<file path="src/rtl/vid_pixel_feeder_pkg.sv">
// Shared types and defaults for the pixel feeder: state encoding,
// default pixel width and blank colour, and counter widths.
package vid_pixel_feeder_pkg;

    typedef enum logic [1:0] {
        ST_SYNC  = 2'd0,
        ST_RUN   = 2'd1,
        ST_FAULT = 2'd2
    } state_t;

    localparam int          DATA_W_DEF    = 24;
    localparam logic [23:0] BLANK_RGB_DEF = 24'h000000;
    localparam int          PIX_CNT_W     = 12;
    localparam int          LINE_CNT_W    = 11;

endpackage

</file>
<file path="src/rtl/vid_pixel_feeder_if.sv">
// Input side of the pixel feeder: stream-style timing from the VTC stage
// and the read port of the DDR3 read-side line FIFO.
interface vid_pixel_feeder_if
    import vid_pixel_feeder_pkg::*;
#(
    parameter int DATA_W = DATA_W_DEF
);
    logic              I_vtc_vs;
    logic              I_vtc_hs;
    logic              I_vtc_de;
    logic              I_vtc_user;
    logic              I_vtc_last;
    logic              O_fifo_rd;
    logic [DATA_W-1:0] I_fifo_rdata;
    logic              I_fifo_empty;

    // Feeder view: consumes timing and FIFO data, drives the read strobe.
    modport slave (
        input  I_vtc_vs, I_vtc_hs, I_vtc_de, I_vtc_user, I_vtc_last,
        input  I_fifo_rdata, I_fifo_empty,
        output O_fifo_rd
    );

    // Upstream view: timing generator plus FIFO.
    modport master (
        output I_vtc_vs, I_vtc_hs, I_vtc_de, I_vtc_user, I_vtc_last,
        output I_fifo_rdata, I_fifo_empty,
        input  O_fifo_rd
    );
endinterface

</file>
<file path="src/rtl/vid_pixel_feeder_align_pipe.sv">
// Two-stage delay line keeping vs/hs/de aligned with FIFO read data.
// Stage 1 matches the FIFO read latency and carries a tag saying the
// read issued on the previous cycle returned real data.
module vid_pixel_feeder_align_pipe (
    input  logic i_clk,
    input  logic i_rst,
    input  logic i_vs,
    input  logic i_hs,
    input  logic i_de,
    input  logic i_rd_vld,
    output logic o_s1_rd_vld,
    output logic o_vs,
    output logic o_hs,
    output logic o_de
);
    logic r_s1_vs, r_s1_hs, r_s1_de, r_s1_rd_vld;
    logic r_s2_vs, r_s2_hs, r_s2_de;

    // Shift timing through both stages; the read tag only needs stage 1.
    always_ff @(posedge i_clk) begin
        if (i_rst) begin
            r_s1_vs     <= 1'b0;
            r_s1_hs     <= 1'b0;
            r_s1_de     <= 1'b0;
            r_s1_rd_vld <= 1'b0;
            r_s2_vs     <= 1'b0;
            r_s2_hs     <= 1'b0;
            r_s2_de     <= 1'b0;
        end else begin
            r_s1_vs     <= i_vs;
            r_s1_hs     <= i_hs;
            r_s1_de     <= i_de;
            r_s1_rd_vld <= i_rd_vld;
            r_s2_vs     <= r_s1_vs;
            r_s2_hs     <= r_s1_hs;
            r_s2_de     <= r_s1_de;
        end
    end

    assign o_s1_rd_vld = r_s1_rd_vld;
    assign o_vs        = r_s2_vs;
    assign o_hs        = r_s2_hs;
    assign o_de        = r_s2_de;
endmodule

</file>
<file path="src/rtl/vid_pixel_feeder.sv">
// Pixel feeder: pops one FIFO word per active pixel, aligns it with the
// delayed timing and blanks the output after any underflow or length
// error until the next frame start.
//
//   state    | meaning
//   ---------+-----------------------------------------------------------
//   ST_SYNC  | not locked (after reset); waits for user&de to start a frame
//   ST_RUN   | locked; one read per de, line/frame lengths checked
//   ST_FAULT | fault seen; no reads, output blanked until user&de re-locks
module vid_pixel_feeder
    import vid_pixel_feeder_pkg::*;
#(
    parameter int                DATA_W       = DATA_W_DEF,
    parameter int                H_ActiveSize = 1920,
    parameter int                V_ActiveSize = 1080,
    parameter logic [DATA_W-1:0] BLANK_RGB    = DATA_W'(BLANK_RGB_DEF)
) (
    input  logic                I_vid_clk,
    input  logic                I_vid_rst,
    vid_pixel_feeder_if.slave   vtc_fifo,
    output logic                O_frame_req,
    output logic                O_vid_vs,
    output logic                O_vid_hs,
    output logic                O_vid_de,
    output logic [DATA_W-1:0]   O_vid_rgb,
    output logic                O_underflow,
    output logic                O_len_err
);
    localparam logic [PIX_CNT_W-1:0]  L_H = PIX_CNT_W'(H_ActiveSize);
    localparam logic [LINE_CNT_W-1:0] L_V = LINE_CNT_W'(V_ActiveSize);

    state_t                  r_state, w_state_nxt;
    logic [PIX_CNT_W-1:0]    r_pix_cnt;
    logic [LINE_CNT_W-1:0]   r_line_cnt;
    logic                    r_underflow, r_len_err;
    logic                    r_vs_d, r_frame_req;
    logic [DATA_W-1:0]       r_rgb;
    logic                    w_relock, w_rd, w_frame_start, w_underflow;
    logic                    w_pix_len_bad, w_line_len_bad, w_s1_rd_vld;
    logic                    w_run_last;

    assign w_relock   = vtc_fifo.I_vtc_user & vtc_fifo.I_vtc_de;
    assign w_run_last = (r_state == ST_RUN) & vtc_fifo.I_vtc_last;

    // Next state, read strobe and fault detection.
    always_comb begin
        w_state_nxt    = r_state;
        w_rd           = 1'b0;
        w_frame_start  = 1'b0;
        w_pix_len_bad  = 1'b0;
        w_line_len_bad = 1'b0;
        case (r_state)
            ST_SYNC, ST_FAULT: begin
                if (w_relock) begin
                    w_rd          = 1'b1;
                    w_frame_start = 1'b1;
                    w_state_nxt   = ST_RUN;
                end
            end
            ST_RUN: begin
                w_rd = vtc_fifo.I_vtc_de;
                if (w_relock) begin
                    // A short/long frame still re-locks on this user pulse.
                    w_frame_start  = 1'b1;
                    w_line_len_bad = (r_line_cnt != L_V);
                end
                if (vtc_fifo.I_vtc_last && (r_pix_cnt != L_H)) begin
                    w_pix_len_bad = 1'b1;
                    w_state_nxt   = ST_FAULT;
                end
            end
            default: w_state_nxt = ST_SYNC;
        endcase
        // No FIFO traffic while reset is held; state is still stale then.
        if (I_vid_rst) begin
            w_rd = 1'b0;
        end
        w_underflow = w_rd & vtc_fifo.I_fifo_empty;
        if (w_underflow) begin
            w_state_nxt = ST_FAULT;
        end
    end

    // State register.
    always_ff @(posedge I_vid_clk) begin
        if (I_vid_rst) begin
            r_state <= ST_SYNC;
        end else begin
            r_state <= w_state_nxt;
        end
    end

    // Pixel/line counters and sticky fault flags.
    always_ff @(posedge I_vid_clk) begin
        if (I_vid_rst) begin
            r_pix_cnt   <= '0;
            r_line_cnt  <= '0;
            r_underflow <= 1'b0;
            r_len_err   <= 1'b0;
        end else begin
            // The frame-start read is itself the first pixel of the line.
            if (w_frame_start) begin
                r_pix_cnt <= PIX_CNT_W'(1);
            end else if (w_run_last) begin
                r_pix_cnt <= PIX_CNT_W'(w_rd);
            end else if (w_rd) begin
                r_pix_cnt <= r_pix_cnt + 1'b1;
            end
            if (w_frame_start) begin
                r_line_cnt <= '0;
            end else if (w_run_last) begin
                r_line_cnt <= r_line_cnt + 1'b1;
            end
            r_underflow <= (r_underflow & ~w_frame_start) | w_underflow;
            r_len_err   <= (r_len_err & ~w_frame_start) | w_pix_len_bad | w_line_len_bad;
        end
    end

    // Frame request on the rising edge of vs, in every state.
    always_ff @(posedge I_vid_clk) begin
        if (I_vid_rst) begin
            r_vs_d      <= 1'b0;
            r_frame_req <= 1'b0;
        end else begin
            r_vs_d      <= vtc_fifo.I_vtc_vs;
            r_frame_req <= vtc_fifo.I_vtc_vs & ~r_vs_d;
        end
    end

    vid_pixel_feeder_align_pipe u_align_pipe (
        .i_clk       (I_vid_clk),
        .i_rst       (I_vid_rst),
        .i_vs        (vtc_fifo.I_vtc_vs),
        .i_hs        (vtc_fifo.I_vtc_hs),
        .i_de        (vtc_fifo.I_vtc_de),
        .i_rd_vld    (w_rd & ~vtc_fifo.I_fifo_empty),
        .o_s1_rd_vld (w_s1_rd_vld),
        .o_vs        (O_vid_vs),
        .o_hs        (O_vid_hs),
        .o_de        (O_vid_de)
    );

    // Output pixel register: FIFO data only behind a successful read.
    always_ff @(posedge I_vid_clk) begin
        if (I_vid_rst) begin
            r_rgb <= BLANK_RGB;
        end else begin
            r_rgb <= w_s1_rd_vld ? vtc_fifo.I_fifo_rdata : BLANK_RGB;
        end
    end

    assign vtc_fifo.O_fifo_rd = w_rd;
    assign O_frame_req        = r_frame_req;
    assign O_vid_rgb          = r_rgb;
    assign O_underflow        = r_underflow;
    assign O_len_err          = r_len_err;
endmodule

</file>
<file path="src/flat_wrapper.sv">
// flat-port wrapper written by rule: the top's interface ports become plain ports
module vid_pixel_feeder_flat import vid_pixel_feeder_pkg::*;
#(
    parameter int                DATA_W       = DATA_W_DEF,
    parameter int                H_ActiveSize = 1920,
    parameter int                V_ActiveSize = 1080,
    parameter logic [DATA_W-1:0] BLANK_RGB    = DATA_W'(BLANK_RGB_DEF)
)
  (I_vid_clk, I_vid_rst, O_frame_req, O_vid_vs, O_vid_hs, O_vid_de, O_vid_rgb, O_underflow, O_len_err, vtc_fifo_I_vtc_vs, vtc_fifo_I_vtc_hs, vtc_fifo_I_vtc_de, vtc_fifo_I_vtc_user, vtc_fifo_I_vtc_last, vtc_fifo_I_fifo_rdata, vtc_fifo_I_fifo_empty, vtc_fifo_O_fifo_rd);
  vid_pixel_feeder_if #(.DATA_W(DATA_W)) vtc_fifo_i ();
  input  logic I_vid_clk;
  input  logic I_vid_rst;
  output logic O_frame_req;
  output logic O_vid_vs;
  output logic O_vid_hs;
  output logic O_vid_de;
  output logic [DATA_W-1:0] O_vid_rgb;
  output logic O_underflow;
  output logic O_len_err;
  input wire logic [$bits(vtc_fifo_i.I_vtc_vs)-1:0] vtc_fifo_I_vtc_vs;
  input wire logic [$bits(vtc_fifo_i.I_vtc_hs)-1:0] vtc_fifo_I_vtc_hs;
  input wire logic [$bits(vtc_fifo_i.I_vtc_de)-1:0] vtc_fifo_I_vtc_de;
  input wire logic [$bits(vtc_fifo_i.I_vtc_user)-1:0] vtc_fifo_I_vtc_user;
  input wire logic [$bits(vtc_fifo_i.I_vtc_last)-1:0] vtc_fifo_I_vtc_last;
  input wire logic [$bits(vtc_fifo_i.I_fifo_rdata)-1:0] vtc_fifo_I_fifo_rdata;
  input wire logic [$bits(vtc_fifo_i.I_fifo_empty)-1:0] vtc_fifo_I_fifo_empty;
  output wire logic [$bits(vtc_fifo_i.O_fifo_rd)-1:0] vtc_fifo_O_fifo_rd;
  assign vtc_fifo_i.I_vtc_vs = vtc_fifo_I_vtc_vs;
  assign vtc_fifo_i.I_vtc_hs = vtc_fifo_I_vtc_hs;
  assign vtc_fifo_i.I_vtc_de = vtc_fifo_I_vtc_de;
  assign vtc_fifo_i.I_vtc_user = vtc_fifo_I_vtc_user;
  assign vtc_fifo_i.I_vtc_last = vtc_fifo_I_vtc_last;
  assign vtc_fifo_i.I_fifo_rdata = vtc_fifo_I_fifo_rdata;
  assign vtc_fifo_i.I_fifo_empty = vtc_fifo_I_fifo_empty;
  assign vtc_fifo_O_fifo_rd = vtc_fifo_i.O_fifo_rd;
  vid_pixel_feeder #(.DATA_W(DATA_W), .H_ActiveSize(H_ActiveSize), .V_ActiveSize(V_ActiveSize), .BLANK_RGB(BLANK_RGB)) u_core (.I_vid_clk(I_vid_clk), .I_vid_rst(I_vid_rst), .vtc_fifo(vtc_fifo_i), .O_frame_req(O_frame_req), .O_vid_vs(O_vid_vs), .O_vid_hs(O_vid_hs), .O_vid_de(O_vid_de), .O_vid_rgb(O_vid_rgb), .O_underflow(O_underflow), .O_len_err(O_len_err));
endmodule
</file>
<file path="config.mk">
export PLATFORM = sky130hd
export DESIGN_NAME = vid_pixel_feeder_flat
export DESIGN_NICKNAME = d
export VERILOG_FILES = /design/src/rtl/vid_pixel_feeder_pkg.sv /design/src/rtl/vid_pixel_feeder_if.sv /design/src/rtl/vid_pixel_feeder_align_pipe.sv /design/src/rtl/vid_pixel_feeder.sv /design/src/flat_wrapper.sv
export SDC_FILE = /design/constraint.sdc
export NUM_CORES = 1
export LEC_CHECK = 0
export BUFFER_PORTS_ARGS = -buffer_cell sky130_fd_sc_hd__buf_4
export CORE_ASPECT_RATIO = 0.6
export CORE_UTILIZATION = 51
export CTS_CLUSTER_SIZE = 40
export DETAILED_ROUTE_END_ITERATION = 8
export PLACE_DENSITY_LB_ADDON = 0.25
export SYNTH_ARGS = -nofsm -noshare
export SYNTH_HDL_FRONTEND = slang
export SYNTH_SLANG_ARGS = --single-unit
</file>
<file path="constraint.sdc">
create_clock -name I_vid_clk -period 2 [get_ports I_vid_clk]
set_input_delay 0.4 -clock I_vid_clk [delete_from_list [all_inputs] [get_ports I_vid_clk]]
set_output_delay 0.4 -clock I_vid_clk [all_outputs]
set_load 0.01 [all_outputs]
</file>
### Word level (Yosys, flattened, before mapping)

Cells that the tools add are included.
Widths: inputs -> output; s select.

| word-level totals | value |
|---|---|
| flip-flop bits (word level) | 59 |
| input port bits | 32 |
| output and inout bits | 31 |
| word-level logic and storage cells | 66 |

| operators by class | value |
|---|---|
| $add $sub $neg | 2 |
| eq/ne operators | 8 |
| mux-type cells | 15 |
| bitwise logic cells | 14 |
| reductions and logical operators | 11 |

Operators with widths:

| kind | number |
|---|---|
| $add 12x1->12 const B | 1 |
| $ne 12x11->1 const B | 1 |
| $add 11x1->11 const B | 1 |
| $ne 11x11->1 const B | 1 |
| $mux 1 | 10 |
| $reduce_or 2->1 | 4 |
| $and 1x1->1 | 7 |
| $mux 2 | 3 |
| $reduce_or 3->1 | 2 |
| $not 1->1 | 4 |
| $pmux 2 s2 | 1 |
| $reduce_and 2->1 | 2 |
| $ne 3x1->1 const B | 1 |
| $ne 3x2->1 const B | 1 |
| $or 1x1->1 | 3 |
| $reduce_bool 3->1 | 1 |
| $eq 2x1->1 const B | 1 |
| $eq 2x2->1 const B | 1 |
| $logic_not 2->1 | 1 |
| $ne 2x1->1 const B | 1 |
| $ne 2x2->1 const B | 1 |
| $pmux 1 s2 | 1 |
| $logic_and 1x1->1 | 1 |

### Logic depth before layout (Yosys ltp)

| depth | value |
|---|---|
| depth after elaboration | 7 |
| mapped depth | 6 |
| mapped depth without buffers | 6 |

### Modules after synthesis

A second synthesis with hierarchy kept.

| unflattened totals | value |
|---|---|
| cell total of the unflattened synthesis | 240 |
| area total of the unflattened synthesis | 2334.7 um^2 |

By module, submodules not included:

| module | instances | cells each | area an instance (um^2) |
|---|---|---|---|
| vid_pixel_feeder | 1 | 226 | 2150.8 |
| vid_pixel_feeder_align_pipe | 1 | 14 | 183.9 |

### Least setup slack after synthesis

OpenSTA, ideal clock, no wires.

| path | value |
|---|---|
| path type | reg2reg |
| start | register u_core.r_line_cnt[0] |
| end | register u_core.r_line_cnt[10] |
| setup time | 0.128 ns |
| arrival | 1.253 ns |
| required time | 1.872 ns |
| path slack | 0.619 ns |
| stages on the path, launching flop included | 6 |
| cells stage by stage | dfxtp_1 ha_1 nand4b_1 nor4_1 xnor2_1 nor2_1 |

| between the ends | value |
|---|---|
| cells in the longest elaborated chain, start to end | 1 |

Ends and longest elaborated chain:

| element | line | source |
|---|---|---|
| start, declared | vid_pixel_feeder.sv:34 | `logic [LINE_CNT_W-1:0] r_line_cnt;` |
| start signal, assigned | vid_pixel_feeder.sv:112 | `r_line_cnt <= r_line_cnt + 1'b1;` |
| $add 11x1->11 | vid_pixel_feeder.sv:112 |  |

No other way between the ends.
A chain may end at the register's enable or synchronous reset.

### Worst setup path in the final report

| path | value |
|---|---|
| start | register u_core.r_state[0] |
| end | output vtc_fifo_O_fifo_rd |

| between the ends | value |
|---|---|
| cells in the longest elaborated chain, start to end | 4 |
| elaborated cells on any way between the ends | 6 |
| those cells by class | eq/ne (2); mux (2); reduce/logical (2) |

Ends and longest elaborated chain:

| element | line | source |
|---|---|---|
| start, declared | vid_pixel_feeder.sv:32 | `state_t r_state, w_state_nxt;` |
| start signal, assigned | vid_pixel_feeder.sv:89 | `r_state <= w_state_nxt;` |
| $eq 2x2->1 / $logic_not 2->1 (equally long branches) | vid_pixel_feeder.sv:52 | `case (r_state)` |
| $reduce_or 2->1 | vid_pixel_feeder.sv:52 |  |
| $pmux 1 s2 * | vid_pixel_feeder.sv:52 |  |
| $mux 1 * | vid_pixel_feeder.sv:75 | `if (I_vid_rst) begin` |
| end, declared | flat_wrapper.sv:27 | `output wire logic [$bits(vtc_fifo_i.O_fifo_rd)-1:0] vtc_fifo_O_fifo_rd;` |

Every way passes the cells marked *; elsewhere a longest branch is shown, timed or not.

==> results.md <==
- Outcome: finished, final reports clean
- Port Buffers: 62
- Synthesized area per cell: 9.82 µm²
- Slowest CP cell: dfxtp_1
- Post-CTS Setup Inserts: 0
- Total GRT Usage: 21.3%
- CTS sink cnt: 59
- Die ar.: 0.00469 mm²
- ANT cells: 0
- Final HPWL DP: 3.29 mm
- Final instance count without filler cells: 360
- CTS Buf Count: 9
- Crit path required time: 1.60 ns
- Post-synthesis net count: 265
- # nets final: 332
- Crit-path max cell delay: 0.46 ns
- First-pass GRT wire length: 7.07 mm
- Layout area overhead: 31.8%
- Synth area leaders: dfxtp_1 (53%), and2_1 (7.2%), a21oi_1 (2.9%)
- Ys flop type: dfxtp_1
- CTS tree: built
- CTS clk-pin slew, worst paths: 0.07 ns
- Hold Vio Cnt, Final: 0
- DP Worst Slack: 0.341 ns
- Pwr Density: 815 mW/mm²
- I/O pin count: 63
- Worst-skew pair later-pin latency: 0.34 ns
- Final non-filler cell area: 0.00297 mm²
- Post-DP Area: 0.00276 mm²
- HP Class: in2reg
- Starting Density: 54.0%
- Max-slew headroom: 73.6%
- Yosys top cell by area: dfxtp_1
- Fmax achieved: 526 MHz
- Synth warn: 0
- Static Leak: 1.20 nW
- Most common cell after layout, fill and taps aside: buf_4
- Number of flops mapped to enable cells by yosys: 0
- Sequential Area: 0.00118 mm²
- Final min period: 1.90 ns
- Resized cells post-CTS: 0
- Fillers: 298
- Post-synthesis sequential area ratio: 52.5%
- Antenna-violating nets left: 0
- Max rail drop VDD: 422 µV
- Clock Tree Buf Depth: 2
- Top delay family on crit path: flip-flops
- Iter 0 DRT Violations: 61
- Mapped Cells: 229
- Via density: 5.00
- Max FO, Critical Path: 9
- 1st-pass router iterations: 4
- Synth unique cells: 47
- CTS Root Cell: clkbuf_8
- Layout cells sized above 1: 28.3%
- Worst-margin pin slew: 0.395 ns
- Placer Congestion: 0.832
- Crit path buffers/inverters: 1
- Via Count: 1800
- # DRC: 0
- Flops & latches, synth: 59
- Total negative slack: 0 ns
- Fin. max-slew vios: 0
- Core area: 0.00417 mm²
- Crit Path Category: reg2out
- Post-synthesis async set-or-reset flop share: 0%
- Rows: 18
- Total grt overflow: 0
- Max Cap Viol: 0
- Mapped Area: 0.00225 mm²
- RSZ-0062 raised after global routing: no
- Vias in the first global route: 1500
- Routed WL per cell: 12.8 µm
- Pin count of the biggest net entering global routing: 25
- Fin crit share: 95.0%
- Worst Skew: 0.00707 ns
- Most frequent cells in the layout: buf_4 (64), dfxtp_1 (59), and2_1 (26), nor2_1 (16), a21oi_1 (13)
- Crit-path cells: and2b_2, o21a_1, buf_4
- Die height: 53.4 µm
- Horiz. Die Dim: 87.7 µm
- Final setup fails: 0
- Worst setup EP type: output port
- Synth top area share: 52.5%
- Worst Path Arrival: 1.50 ns
- Final setup margin: 0.0998 ns
- Routed WL: 4.60 mm
- Initial antenna violation count: 0
- H-tree levels: 3
- Hold-fix buffers, CTS: 0
- Post-placement cell count: 345
- Startpoint Class: register
- Area of the multi-input gates: 986 µm²
==> registers in the layout, summed over array words and instances, names as in the netlist <==
signal,count
u_core.r_line_cnt,11
u_core.r_state,2
u_core.r_pix_cnt,12
u_core.O_len_err,1
u_core.O_underflow,1
u_core.u_align_pipe.o_vs,1
u_core.O_vid_rgb,24
u_core.u_align_pipe.o_hs,1
u_core.O_frame_req,1
u_core.u_align_pipe.r_s1_hs,1
u_core.u_align_pipe.o_s1_rd_vld,1
u_core.u_align_pipe.r_s1_de,1
u_core.u_align_pipe.r_s1_vs,1
u_core.u_align_pipe.o_de,1
==> synthesized netlist by cell type, types with 3 or more instances <==
cell type  count
nand2b_1       3
nor2_1        16
and2_1        26
inv_1         11
ha_1           4
nand2_1        9
nand4_1        4
o21ai_0        8
a311oi_1       3
nor2b_1        8
dfxtp_1       59
xor2_1         5
xnor2_1        7
nor3_1         3
a21oi_1       13
clkbuf_1       5
nor4_1         3
or3_1          6
nand3_1        3
==> per-stage QoR <==
step	hold slack, ns	power [mW]	util, %
2_1_floorplan	0.384	1.29	-
3_3_place_gp	0.392	1.36	66.3
3_5_place_dp	0.398	1.37	66.3
4_1_cts	0.246	2.44	71.1
5_1_grt	0.235	2.53	71.2
6_report	0.262	2.42	71.2
==> path summary, 6_finish.rpt <==
kind,cells past startpoint,slack [ns],endpoint,startpoint
max reg2reg,4,0.47,u_core.r_pix_cnt[10],u_core.r_pix_cnt[2]
max,3,0.1,vtc_fifo_O_fifo_rd,u_core.r_state[0]
min,2,0.26,u_core.O_vid_rgb[18],vtc_fifo_I_fifo_rdata[18]
min reg2reg,1,0.41,u_core.O_frame_req,u_core.u_align_pipe.r_s1_vs
==> cell type report <==
| class | count | area share (%) |
|---|---|---|
| Sequential cell | 59 | 39.8 |
| Multi-Input combinational cell | 151 | 33.2 |
| Timing Repair Buffer | 64 | 16.2 |
| Clock buffer | 11 | 5.11 |
| Tap cell | 60 | 2.53 |
| Clock inverter | 4 | 1.69 |
| Inverter | 11 | 1.39 |
==> kinds of logic (layout without fill, tap and decap cells) <==
group	Yosys count	after routing	share of synthesized area (%)
compound gates	38	38	11.6
xor+xnor	12	12	4.67
fa+ha+maj	4	4	2.22
buf+inv	19	90	3.73
flops	59	59	52.5
mux	1	1	0.445
simple gates	96	96	24.9
==> report_power, final <==
part	switching, mW	internal, mW	leakage, nW
registers	0.0106	1.19	0.478
clock network	0.444	0.633	0.0974
logic	0.0595	0.0766	0.626
total	0.514	1.90	1.20
==> routing by layer <==
metal	share of wire (%)	track usage, %	vias to the layer above	wire length (µm)
met3	8.9	12.0	6	408
met2	39	28.3	72	1790
met1	51	28.8	805	2370
li1	-	-	917	-
met4	0.76	5.74	0	35
met5	0	0	-	0
(Power assumes the default switching activity.)
